## src/rtl/instr_encoder.sv

```systemverilog
// Sequential instruction encoder/loader: turns class+field requests into 32-bit
// words written to IMEM. Optional XOR checksum output under INSTR_ENC_CHECKSUM_EN.
module instr_encoder #(
  parameter int ADDR_W    = 8,
  parameter int DEPTH     = 64,
  parameter int BASE_ADDR = 0
) (
  input  logic              clk,
  input  logic              rst,
  input  logic              start,
  input  logic              finish,
  input  logic              in_valid,
  output logic              in_ready,
  input  logic [2:0]        in_cls,
  input  logic [4:0]        in_rs,
  input  logic [4:0]        in_rt,
  input  logic [4:0]        in_rd,
  input  logic [5:0]        in_funct,
  input  logic [15:0]       in_imm,
  input  logic [25:0]       in_target,
  output logic              mem_we,
  output logic [ADDR_W-1:0] mem_addr,
  output logic [31:0]       mem_wdata,
  output logic [6:0]        count,
  output logic              busy,
  output logic              full,
  output logic              err
`ifdef INSTR_ENC_CHECKSUM_EN
  , output logic [31:0]     checksum
`endif
);

  typedef enum logic [1:0] {IDLE, LOAD, FULL} state_t;

  state_t      state, nxt;
  logic        acc, legal, wr;
  logic [31:0] enc;

  assign acc = in_valid && in_ready;
  assign wr  = acc && legal;

  always_comb begin
    enc   = '0;
    legal = 1'b1;
    case (in_cls)
      3'd0: enc = {6'd54, in_rs, in_rt, in_rd, 5'd0, in_funct};
      3'd1: enc = {6'd40, in_rs, in_rt, in_imm};
      3'd2: enc = {6'd39, in_rs, in_rt, in_imm};
      3'd3: enc = {6'd41, in_rs, in_rt, in_imm};
      3'd4: enc = {6'd42, in_rs, in_rt, in_imm};
      3'd5: enc = {6'd31, in_rs, in_rt, in_imm};
      3'd6: enc = {6'd32, in_target};
      default: legal = 1'b0;
    endcase
  end

  always_comb begin
    nxt = state;
    case (state)
      IDLE: if (start) nxt = LOAD;
      LOAD: begin
        if (start)       nxt = LOAD;
        else if (finish) nxt = IDLE;
        else if (wr && count == 7'(DEPTH - 1)) nxt = FULL;
      end
      FULL: begin
        if (start)       nxt = LOAD;
        else if (finish) nxt = IDLE;
      end
      default: nxt = IDLE;
    endcase
  end

  // mem_addr doubles as the write pointer: it shows the address of the word being
  // written while mem_we is high and advances after that cycle, so a restart
  // landing on an in-flight write lets it complete at its old address.
  always_ff @(posedge clk or posedge rst) begin
    if (rst) begin
      state     <= IDLE;
      in_ready  <= 1'b0;
      busy      <= 1'b0;
      full      <= 1'b0;
      mem_we    <= 1'b0;
      err       <= 1'b0;
      mem_addr  <= ADDR_W'(BASE_ADDR);
      mem_wdata <= '0;
      count     <= '0;
`ifdef INSTR_ENC_CHECKSUM_EN
      checksum  <= '0;
`endif
    end else begin
      state    <= nxt;
      in_ready <= (nxt == LOAD);
      busy     <= (nxt != IDLE);
      full     <= (nxt == FULL);
      mem_we   <= wr;
      err      <= acc && !legal;
      if (wr) mem_wdata <= enc;
      if (start)       mem_addr <= ADDR_W'(BASE_ADDR);
      else if (mem_we) mem_addr <= mem_addr + ADDR_W'(4);
      if (start)   count <= wr ? 7'd1 : 7'd0;
      else if (wr) count <= count + 7'd1;
`ifdef INSTR_ENC_CHECKSUM_EN
      if (start)   checksum <= wr ? enc : '0;
      else if (wr) checksum <= checksum ^ enc;
`endif
    end
  end

endmodule

```

## config.mk

```make
export PLATFORM = sky130hd
export DESIGN_NAME = instr_encoder
export DESIGN_NICKNAME = d
export VERILOG_FILES = /design/src/rtl/instr_encoder.sv
export SDC_FILE = /design/constraint.sdc
export NUM_CORES = 1
export LEC_CHECK = 0
export CORE_UTILIZATION = 38
export DETAILED_ROUTE_END_ITERATION = 8
export GPL_TIMING_DRIVEN = 0
export PLACE_DENSITY = 0.76
export SYNTH_ARGS = -nofsm -noshare
export SYNTH_HDL_FRONTEND = slang
export SYNTH_SLANG_ARGS = --single-unit
```

## constraint.sdc

```tcl
create_clock -name clk -period 1.5 [get_ports clk]
set_input_delay 0.3 -clock clk [delete_from_list [all_inputs] [get_ports clk]]
set_output_delay 0.3 -clock clk [all_outputs]
set_load 0.01 [all_outputs]
```

=== Yosys cells after proc, flatten, opt, wreduce, memory -nomap -nowiden ===
Cells that the tools add are included.

* Bits in latches: 0
* Output and inout bits: 52
* Logic and storage cells: 47
* RAM bits: 0
* Bits in read-only memories: 0
* Input port bits: 71
* Bits in registers: 54
* Memories kept: 0

* $add $sub $neg: 2
* Reduce and logical (&&, ||, !) cells: 11
* Shifts and indexed selects: 0
* Eq/ne operators: 11
* Order comparisons: 0
* Bitwise operators: 0
* Multiplexer cells: 14
* Multipliers: 0
* Divide/modulo/power cells: 0

{| class="wikitable"
|+ Operators with widths
! operator !! number
|-
| $pmux W32 S7 || 1
|-
| $mux W8 || 2
|-
| $mux W7 || 2
|-
| $mux W2 || 6
|-
| $eq A3 B3 Y1 const B || 3
|-
| $add A8 B3 Y8 const B || 1
|-
| $add A7 B1 Y7 const B || 1
|-
| $eq A7 B6 Y1 const B || 1
|-
| $reduce_or A7 Y1 || 1
|-
| $eq A3 B2 Y1 const B || 2
|-
| $pmux W2 S3 || 1
|-
| $reduce_bool A2 Y1 || 3
|-
| $eq A2 B1 Y1 const B || 2
|-
| $eq A2 B2 Y1 const B || 2
|-
| $logic_and A1 B1 Y1 || 4
|-
| $eq A3 B1 Y1 const B || 1
|-
| $logic_not A3 Y1 || 1
|-
| $logic_not A2 Y1 || 1
|-
| $mux W1 || 2
|-
| $logic_not A1 Y1 || 1
|}

=== Logic depth before layout (Yosys ltp) ===
* Depth in word-level cells: 10
* Depth in mapped cells: 6
* Depth with buffers taken out: 4

=== Worst setup path after synthesis ===
OpenSTA, ideal clock, no wires.

* Path kind: reg2reg
* Start point: register in_ready
* End point: register mem_wdata[0]
* Path slack: 0.122 ns
* Buffers on the path: 3
* Cell stages (with the launch flop): 7
* Setup time: 0.128 ns
* Data arrival time: 1.250 ns
* Cell sequence: dfrtp_1 > and2_1 > clkbuf_1 > nand2_1 > buf_2 > buf_2 > o2bb2ai_1

* Cells in the longest elaborated chain, start to end: 2

{| class="wikitable"
|+ RTL lines
! item !! RTL line !! text
|-
| from (decl) || 13 || <nowiki>output logic in_ready,</nowiki>
|-
| from (signal assigned) || 93 || <nowiki>in_ready <= (nxt == LOAD);</nowiki>
|-
| $logic_and A1 B1 Y1 || 39 || <nowiki>assign acc = in_valid && in_ready;</nowiki>
|-
| $logic_and A1 B1 Y1 || 40 || <nowiki>assign wr = acc && legal;</nowiki>
|-
| to (signal assigned) || 98 || <nowiki>if (wr) mem_wdata <= enc;</nowiki>
|-
| to (decl) || 23 || <nowiki>output logic [31:0] mem_wdata,</nowiki>
|}

Every way passes these cells.
A chain may end at the register's enable or synchronous reset.

=== Worst setup path after layout ===
* Start point: register count[3]
* End point: register count[6]

* Cells in the longest elaborated chain, start to end: 3

{| class="wikitable"
|+ RTL lines
! item !! RTL line !! text
|-
| from (decl) || 24 || <nowiki>output logic [6:0] count,</nowiki>
|-
| from (signal assigned) || 101 || <nowiki>if (start) count <= wr ? 7'd1 : 7'd0;</nowiki>
|-
| from (signal assigned) || 102 || <nowiki>else if (wr) count <= count + 7'd1;</nowiki>
|-
| $add A7 B1 Y7 || 102 ||
|-
| $mux W7 || 102 ||
|-
| $mux W7 || 101 ||
|}

Every way passes these cells. The select of a mux whose other input is x is not followed.

==> flow_metrics.tcl <==
set metrics [dict create \
    cp.required_ns 1.74 \
    clk_pin_slew_ns 0.10 \
    slowest_stage "or4_4" \
    status "finished, final reports clean" \
    layout.nets 506 \
    grt_pass1_vias 2895 \
    grt-ovfl-total 0 \
    seq_area_frac_synth 0.4563 \
    synth_warnings 0 \
    critical_path_buf_inv_count 1 \
    layoutNonFillerInstCount 533 \
    worstPathArrival_ns 1.67 \
    place_hpwl_um 6458 \
    slew_viol_final 0 \
    start_util 0.3931 \
    vias 2936 \
    layout-drive-gt1-share 0.1359 \
    r2r_setup_slack_ns 0.07 \
    die_h_um 88.63 \
    critical-path-max-stage-delay_ns 0.52 \
    h-tree-depth 2 \
    wire_per_inst_um 17.03 \
    pwr-share-clk 0.247 \
    placementRows 31 \
    finalClockSkew_ns 0.006244 \
    ys_ff_latch 52 \
    whs_path_depth 2 \
    synth_edf_count 0 \
    viasPerCell 5.508 \
    finalHoldViolCount 0 \
    dr.pass1.iters 4 \
    power_density_nw_per_um2 812.3 \
    critical_path.cell_chain "buf_4 > nand4_1 > or4_4 > a21oi_2" \
    holdPathEnd "count[4]" \
    finalWirelength_um 9077 \
    dp_cells 513 \
    critPathMaxFanout 5 \
    pwr-share-comb 0.289 \
    syn_avg_cell_area_um2 9.699 \
    setup_viol 0 \
    switching_share 0.3065 \
    track_usage 0.2344 \
    critPathKind "register to register" \
    yosysUniqueCellTypes 46 \
    root_buffer "clkbuf_8" \
    power_leakage_uw 0.002044 \
    synthCells 294 \
    ant_nets 0 \
    first_iter_violations 141 \
    io_buffer_count 119 \
    grt_first_pass_wirelength_um 14040 \
    async_reset_ff_frac 1.000 \
    synth_area_um2 2851 \
    cts_buffer_depth 2 \
    drc 0 \
    end_kind "register" \
    worstMarginPinSlew_ns 1.254 \
    fmax_mhz 700.2 \
    numCtsBuffers 5 \
    core_area_um2 7253 \
    cts_tree "yes" \
    ctsHoldBuffers 0 \
    r2r_start "count[3]" \
    cts.sinks 52 \
    grt_start_max_net_pins 53 \
    post-route-period-util 0.9522 \
    cp-start-kind "register" \
    area_growth_pct 54.15 \
    nFillCells 687 \
    drv_cap 0 \
    antenna_found_initial 0 \
    ys.flop_type "dfrtp_1" \
    period_needed_ns 1.428 \
    hold_class "input port to register" \
    critPathTopFamily "simple AND/OR/NAND/NOR gates" \
    peakVddDrop_uv 406.3 \
    slew_headroom 0.1591 \
    final_common_cell "clkdlybuf4s50_1" \
    final_cell_mix "clkdlybuf4s50_1, dfrtp_1, dlygate4sd2_1" \
    io_pins 123 \
    clock_latency_ns 0.31 \
    seqPwrFrac 0.464 \
    reg2reg_depth 4 \
    p_sw_uw 1094 \
    hold_path_startpoint "start" \
    reg2reg_to "count[6]" \
    place.gp.congestion 0.8543 \
    rsz0062_at_grt "no" \
    p_int_uw 2476 \
    die_width_um 88.63 \
    whs_ns 0.4008 \
    diodes 0 \
    dieArea_um2 7854 \
]
[worst max-delay path by stage]
stage	slack, ns	endpoint	startpoint	cells past startpoint
6_report	0.07	count[6]	count[3]	4
5_1_grt	0.001	mem_wdata[2]	in_ready	6
4_1_cts	-0.01	count[3]	in_valid	4
3_5_place_dp	-0.74	mem_wdata[15]	in_cls[0]	6
3_3_place_gp	-0.68	mem_wdata[1]	in_cls[0]	6
2_1_floorplan	0.12	mem_wdata[0]	in_ready	6
[power groups by stage]
stage | combinational (uW) | clock, uW | sequential [uW]
2_1_floorplan | 370 | 0 | 1760
3_3_place_gp | 1070 | 0 | 1700
3_5_place_dp | 1090 | 0 | 1700
4_1_cts | 1030 | 891 | 1660
5_1_grt | 1120 | 946 | 1670
6_report | 1030 | 882 | 1660
[worst reg2reg max path, stage by stage, from the launching register on]
cell and delay [ns]:
dfrtp_1 0.40, buf_4 0.15, nand4_1 0.15, or4_4 0.52
a21oi_2 0.14
[cells by family after synthesis]
logic type,share of synthesized area
AO/OA/AOI/OAI,0.2747
AND/OR/NAND/NOR,0.1768
flip-flops,0.4563
buffers and inverters,0.05265
XOR/XNOR,0.01843
multiplexers,0.01097
adder cells (fa/ha/maj),0.008774
other,0.001315
[state kept, by name, indices dropped and copies added (netlist names), 2 cells and up]
| register | flops |
|---|---|
| mem_addr | 6 |
| state | 2 |
| mem_wdata | 32 |
| count | 7 |
[synth_stat cells (2+ instances only)]
cell type / instances / area, um2
xnor2_1: 2 / 17.52
o2bb2ai_1: 10 / 87.58
o21a_1: 12 / 90.09
and3b_1: 11 / 96.34
mux2i_1: 2 / 20.02
buf_2: 6 / 30.03
a21o_1: 2 / 15.01
clkbuf_1: 22 / 82.58
xor2_1: 4 / 35.03
nand3_1: 4 / 20.02
a211oi_1: 11 / 82.58
o41ai_1: 2 / 17.52
nor2b_1: 13 / 81.33
or3_1: 3 / 18.77
dfrtp_1: 52 / 1301
a32oi_1: 5 / 43.79
and4b_1: 10 / 100.1
nand2_1: 10 / 37.54
or4_1: 3 / 22.52
o21ai_1: 7 / 35.03
inv_1: 6 / 22.52
nor2_1: 11 / 41.29
nand4_1: 4 / 25.02
o21ai_0: 27 / 135.1
o31ai_1: 4 / 30.03
o22ai_1: 3 / 18.77
ha_1: 2 / 25.02
o311ai_0: 9 / 78.83
a21oi_1: 19 / 95.09
buf_4: 2 / 15.01
[per-stage QoR]
stage               setup TNS [ns]  setup WS, ns    util  cell area, um2  power, uW
finish                           0       0.07177  0.6060            4395       3570
global route                     0      0.001059  0.6060            4395       3746
CTS                       -0.01998      -0.01191  0.5991            4345       3573
detailed placement          -30.13       -0.7420  0.5755            4174       2783
global placement            -28.23       -0.6795  0.5755            4174       2766
floorplan                        0        0.1216       -            2859       2133
[layer usage]
layer  vias up  wire [um]  global-route usage
met4         0         93             0.06745
met3         7        576             0.04571
met5         -          0                   0
li1       1389          -                   -
met1      1432       4177              0.3147
met2       108       4229              0.3853
[layout make-up]
class | instances | area [um2] | share of cell area
Clock buffer | 6 | 82.58 | 0.01879
Sequential cell | 52 | 1304 | 0.2966
Buffer | 29 | 161.4 | 0.03672
Tap cell | 99 | 123.9 | 0.02818
Multi-Input combinational cell | 207 | 1449 | 0.3296
Inverter | 6 | 26.28 | 0.005978
Timing Repair inverter | 1 | 5.005 | 0.001139
Clock inverter | 2 | 15.01 | 0.003416
Timing Repair Buffer | 131 | 1229 | 0.2795
[what timing repair did]
item	CTS	global route
cloned	0	1
gates resized for setup	77	24
endpoints found under the setup margin	87	37
buffers inserted	12	0
No activity file was read; power rests on OpenSTA's default activity.
